**src/rtl/ring_write_arbiter_pkg.sv**
```systemverilog
// Shared definitions for the ring buffer write arbiter.
package ring_write_arbiter_pkg;

   localparam int DATA_W_DEF = 4;
   localparam int DEPTH_DEF  = 3;
   localparam int GAP_DEF    = 8;

   typedef enum logic [1:0] {
      ST_IDLE  = 2'b00,
      ST_GRANT = 2'b01,
      ST_GAP   = 2'b10
   } state_e;

   // One-hot grant vector for a requester index.
   function automatic logic [1:0] onehot2(input logic idx);
      return idx ? 2'b10 : 2'b01;
   endfunction

endpackage

```
**src/rtl/ring_write_arbiter_rr_pick2.sv**
```systemverilog
// Two-way round-robin picker: a lone requester wins outright, a tie goes to
// the requester that did not win last time.
module rr_pick2 (
   input  logic [1:0] req_i,
   input  logic       last_i,
   output logic       win_o,
   output logic       valid_o
);

   // Winner selection; win_o is only meaningful while valid_o is high.
   always_comb begin
      valid_o = |req_i;
      win_o   = (req_i == 2'b11) ? ~last_i : req_i[1];
   end

endmodule

```
**src/rtl/ring_write_arbiter.sv**
```systemverilog
// Arbitrates two requesters onto the single write port of the circular
// nibble buffer, owns the ring write pointer and enforces a cool-down gap.
//
// state    | meaning
// ST_IDLE  | waiting for a request while the buffer is not full
// ST_GRANT | write strobe and grant driven for exactly one cycle
// ST_GAP   | cool-down, requests and full ignored for GAP cycles
module ring_write_arbiter
   import ring_write_arbiter_pkg::*;
#(
   parameter int DATA_W = DATA_W_DEF,
   parameter int DEPTH  = DEPTH_DEF,
   parameter int GAP    = GAP_DEF
) (
   input  logic              clk,
   input  logic              rst_n,
   input  logic [1:0]        req,
   input  logic [DATA_W-1:0] data0,
   input  logic [DATA_W-1:0] data1,
   input  logic              full,
   input  logic              clear,
   output logic              wr_en,
   output logic [1:0]        wr_addr,
   output logic [DATA_W-1:0] wr_data,
   output logic [1:0]        gnt,
   output logic              busy
);

   localparam int             TW         = (GAP < 1) ? 1 : $clog2(GAP + 1);
   localparam logic [TW-1:0]  TIMER_LAST = TW'((GAP > 0) ? GAP - 1 : 0);
   localparam logic [1:0]     PTR_LAST   = 2'(DEPTH - 1);

   state_e              state_q;
   logic [1:0]          ptr_q;
   logic [1:0]          ptr_d;
   logic                last_q;
   logic                win_q;
   logic [TW-1:0]       timer_q;
   logic                wr_en_q;
   logic [1:0]          gnt_q;
   logic [1:0]          addr_q;
   logic [DATA_W-1:0]   data_q;
   logic                busy_q;

   logic                pick_win;
   logic                pick_valid;

   rr_pick2 u_pick (
      .req_i   (req),
      .last_i  (last_q),
      .win_o   (pick_win),
      .valid_o (pick_valid)
   );

   // Ring pointer advance with wrap at the last slot.
   always_comb begin
      ptr_d = (ptr_q == PTR_LAST) ? 2'd0 : ptr_q + 2'd1;
   end

   // Arbitration FSM with registered outputs; clear outranks all but reset.
   always_ff @(posedge clk) begin
      if (!rst_n) begin
         state_q <= ST_IDLE;
         ptr_q   <= '0;
         last_q  <= 1'b1;
         win_q   <= 1'b0;
         timer_q <= '0;
         wr_en_q <= 1'b0;
         gnt_q   <= 2'b00;
         addr_q  <= '0;
         data_q  <= '0;
         busy_q  <= 1'b0;
      end else if (clear) begin
         state_q <= ST_IDLE;
         ptr_q   <= '0;
         timer_q <= '0;
         wr_en_q <= 1'b0;
         gnt_q   <= 2'b00;
         busy_q  <= 1'b0;
      end else begin
         case (state_q)
            ST_IDLE: begin
               if (!full && pick_valid) begin
                  state_q <= ST_GRANT;
                  win_q   <= pick_win;
                  wr_en_q <= 1'b1;
                  gnt_q   <= onehot2(pick_win);
                  addr_q  <= ptr_q;
                  data_q  <= pick_win ? data1 : data0;
                  busy_q  <= 1'b1;
               end
            end
            ST_GRANT: begin
               ptr_q   <= ptr_d;
               last_q  <= win_q;
               timer_q <= '0;
               wr_en_q <= 1'b0;
               gnt_q   <= 2'b00;
               if (GAP == 0) begin
                  state_q <= ST_IDLE;
                  busy_q  <= 1'b0;
               end else begin
                  state_q <= ST_GAP;
               end
            end
            ST_GAP: begin
               timer_q <= timer_q + 1'b1;
               if (timer_q == TIMER_LAST) begin
                  state_q <= ST_IDLE;
                  busy_q  <= 1'b0;
               end
            end
            default: begin
               state_q <= ST_IDLE;
               wr_en_q <= 1'b0;
               gnt_q   <= 2'b00;
               busy_q  <= 1'b0;
            end
         endcase
      end
   end

   assign wr_en   = wr_en_q;
   assign gnt     = gnt_q;
   assign wr_addr = addr_q;
   assign wr_data = data_q;
   assign busy    = busy_q;

endmodule

```
**config.mk**
```make
export PLATFORM = sky130hd
export DESIGN_NAME = ring_write_arbiter
export DESIGN_NICKNAME = d
export VERILOG_FILES = /design/src/rtl/ring_write_arbiter_pkg.sv /design/src/rtl/ring_write_arbiter_rr_pick2.sv /design/src/rtl/ring_write_arbiter.sv
export SDC_FILE = /design/constraint.sdc
export NUM_CORES = 1
export LEC_CHECK = 0
export BUFFER_PORTS_ARGS = -buffer_cell sky130_fd_sc_hd__clkbuf_2
export CAP_MARGIN = 30
export CORE_MARGIN = 4
export CORE_UTILIZATION = 55
export DETAILED_ROUTE_END_ITERATION = 6
export MAX_ROUTING_LAYER = met4
export PLACE_DENSITY = 0.82
export SYNTH_ARGS = -nofsm -noshare
export SYNTH_HDL_FRONTEND = slang
export SYNTH_SLANG_ARGS = --single-unit
```
**constraint.sdc**
```tcl
create_clock -name clk -period 3.5 [get_ports clk]
set_input_delay 0.175 -clock clk [delete_from_list [all_inputs] [get_ports clk]]
set_output_delay 0.175 -clock clk [all_outputs]
set_load 0.05 [all_outputs]
```
==> flow_summary.json <==
{
  "antenna-diode-count": 0,
  "timing_limited_maximum_frequency_ghz": 0.647,
  "hold_path_class": "input port to register",
  "critical_path.max_stage_delay_ns": 0.44,
  "clk_transition_reported_paths_ns": 0.11,
  "core_area_sq_mm": 0.00171,
  "synth-edff-count": 0,
  "layout_common_cells": "sky130_fd_sc_hd__clkbuf_2 (23), sky130_fd_sc_hd__dfxtp_1 (20), sky130_fd_sc_hd__a21oi_1 (14)",
  "mean_post_synth_cell_area_sq_um": 9.11,
  "dr_total_vias": 891,
  "io_pins": 24,
  "area_growth_syn_to_layout_pct": 15.8,
  "clk_latency_ns": 0.30,
  "antenna_found_initial": 0,
  "grt.overflow.total": 0,
  "vias_in_the_first_global_route": 926,
  "tritoncts.num_buffers": 3,
  "dp_hpwl_um": 1620,
  "critical-path-slowest-cell": "sky130_fd_sc_hd__ha_1",
  "number_of_search_and_repair_iterations_in_the_first_detailed_routing_pass": 4,
  "cp_cell_sequence": "inv_1 > ha_1 > nand2_1 > or4_1 > o21ai_1",
  "power_per_cell_area_mw_per_mm2": 395,
  "final-max-slew-violation-count": 0,
  "final_hold_viol_count": 0,
  "worst_hold_slack_ns": 0.0969,
  "timing_worst_setup_path_type": "register to register",
  "min_path_cells": 2,
  "arrival_ns": 1.79,
  "timing.max_slew.rel_slack_pct": 70.2,
  "finalSetupTns_ns": 0,
  "endpoint_kind": "register",
  "crit_path_start_kind": "register",
  "grt_first_pass_wirelength_um": 3760,
  "grt_max_degree": 15,
  "ys_warn_count": 0,
  "final_antenna_net_count": 0,
  "initial_standard_cell_utilization_of_the_core_pct": 57.6,
  "critical_path_peak_fanout": 14,
  "rows": 15,
  "timing.clock.skew_ns": 0.00381,
  "grt.total_usage_pct": 19.5,
  "layout_commonest_cell": "sky130_fd_sc_hd__clkbuf_2",
  "maxCapViolCount": 0,
  "die-width_um": 50.3,
  "fraction_of_the_yosys_area_taken_by_sequential_cells_pct": 40.7,
  "post_synth_inst_count": 108,
  "synth-main-ff-cell": "sky130_fd_sc_hd__dfxtp_1",
  "ys_ff_latch": 20,
  "required_ns": 3.74,
  "drc_errors": 0,
  "rsz0062_at_grt": "no",
  "die_y_extent_um": 50.3,
  "wirelength_um": 2140,
  "min_period_ns": 1.54,
  "postLayoutCoreUtil_pct": 66.7,
  "clock_tree_from_tritoncts": "yes",
  "route.detailed.vias_per_inst": 5.75,
  "power.ir.vdd_worst_mv": 0.293,
  "postSynthNetCount": 126,
  "port-buffer-count": 23,
  "drive_above_1_share_pct": 26.2,
  "min_period_over_period_pct": 44.1,
  "r2r_cells": 5,
  "place_congestion": 0.750,
  "num-fill-cells": 155,
  "run_status": "complete, no violations",
  "yosys.cell_types.count": 34,
  "power_leakage_nw": 0.458,
  "clockRootBuffer": "sky130_fd_sc_hd__clkbuf_4",
  "finalSetupViolations": 0,
  "max_slew.worst_pin.slew_ns": 0.447,
  "cts_hold_repair.buffers": 0,
  "resize_count_post_cts": 0,
  "syn_area_sq_um": 983,
  "final_routed_wire_length_divided_by_cell_count_um": 13.8,
  "number_of_h_tree_levels": 1,
  "finish.net_count": 149,
  "cts_setup_buffers": 0,
  "cts.sinks": 20,
  "synth_async_sr_flop_share_pct": 0,
  "clockBufferDepth": 2,
  "floorplan.die_area_sq_mm": 0.00253,
  "drt-initial-drc-count": 8
}
## through the flow
| step | power, mW | worst slack (ns) | instances | instance area, sq um |
|---|---|---|---|---|
| 5_1_grt | 0.465 | 1.82 | 155 | 1140 |
| 3_3_place_gp | 0.317 | 2.09 | 151 | 1100 |
| 2_1_floorplan | 0.299 | 2.16 | 108 | 983 |
| 6_report | 0.449 | 1.96 | 155 | 1140 |
| 3_5_place_dp | 0.319 | 1.99 | 151 | 1100 |
| 4_1_cts | 0.452 | 1.97 | 155 | 1140 |
## power by group
part           switching [mW]  leakage, nW  internal (mW)  total [mW]
logic                  0.0494        0.275         0.0267      0.0761
clock network          0.0713       0.0210         0.0635       0.135
registers             0.00412        0.162          0.234       0.239
## critical path: cells and delay by family, from the launching register on
family          cells  cell delay, ns
buf+inv             1            0.09
compound gates      1            0.08
simple gates        2            0.54
fa+ha+maj           1            0.44
flops               1            0.34
## state kept, by name, indices dropped and copies added (netlist names)
signal and flops:
last_q 1, state_q 2, wr_data 4, wr_addr 2
wr_en 1, ptr_q 2, timer_q 4, gnt 2
win_q 1, busy 1
## final timing paths
path	startpoint	end	slack [ns]
worst max register to register	state_q[0]	timer_q[3]	1.96
worst min-delay path	rst_n	last_q	0.1
worst max-delay path	state_q[0]	timer_q[3]	1.96
worst min register to register	timer_q[3]	timer_q[3]	0.48
## cells in the mapped netlist, types with 2 or more instances
cell	instances	area [sq um]
sky130_fd_sc_hd__nand4b_1	2	17.5
sky130_fd_sc_hd__ha_1	4	50.1
sky130_fd_sc_hd__mux2i_1	5	50.1
sky130_fd_sc_hd__nor2_1	4	15.0
sky130_fd_sc_hd__clkbuf_1	3	11.3
sky130_fd_sc_hd__inv_1	6	22.5
sky130_fd_sc_hd__nand3b_1	3	22.5
sky130_fd_sc_hd__nor3b_1	2	15.0
sky130_fd_sc_hd__nand3_1	7	35.0
sky130_fd_sc_hd__a211oi_1	5	37.5
sky130_fd_sc_hd__dfxtp_1	20	400
sky130_fd_sc_hd__a21oi_1	14	70.1
sky130_fd_sc_hd__nand2_1	8	30.0
sky130_fd_sc_hd__o21ai_0	5	25.0
## area by class of cell
type                       instances  area [sq um]  area share [%]
timing repair buffer              23           115            10.1
sequential                        20           400            35.2
tap                               25          31.3            2.75
inverter                           6          22.5            1.98
clock buffer                       4          36.3            3.19
multi-input combinational         77           533            46.8
## routing by layer
layer / part of all wire [%] / global-route usage [%] / up-vias
li1: - / - / 437
met5: 0 / - / -
met1: 40 / 19.9 / 420
met4: 2.4 / 9.22 / 0
met2: 53 / 35.4 / 27
met3: 4.5 / 3.86 / 7
## cells by family after synthesis
kind of cell	count (synthesis)	share of synthesized area, %
simple gates	32	18.8
fa+ha+maj	4	5.09
compound gates	35	24.0
buf+inv	11	5.09
flops	20	40.7
mux	6	6.23
(Power assumes the default switching activity.)
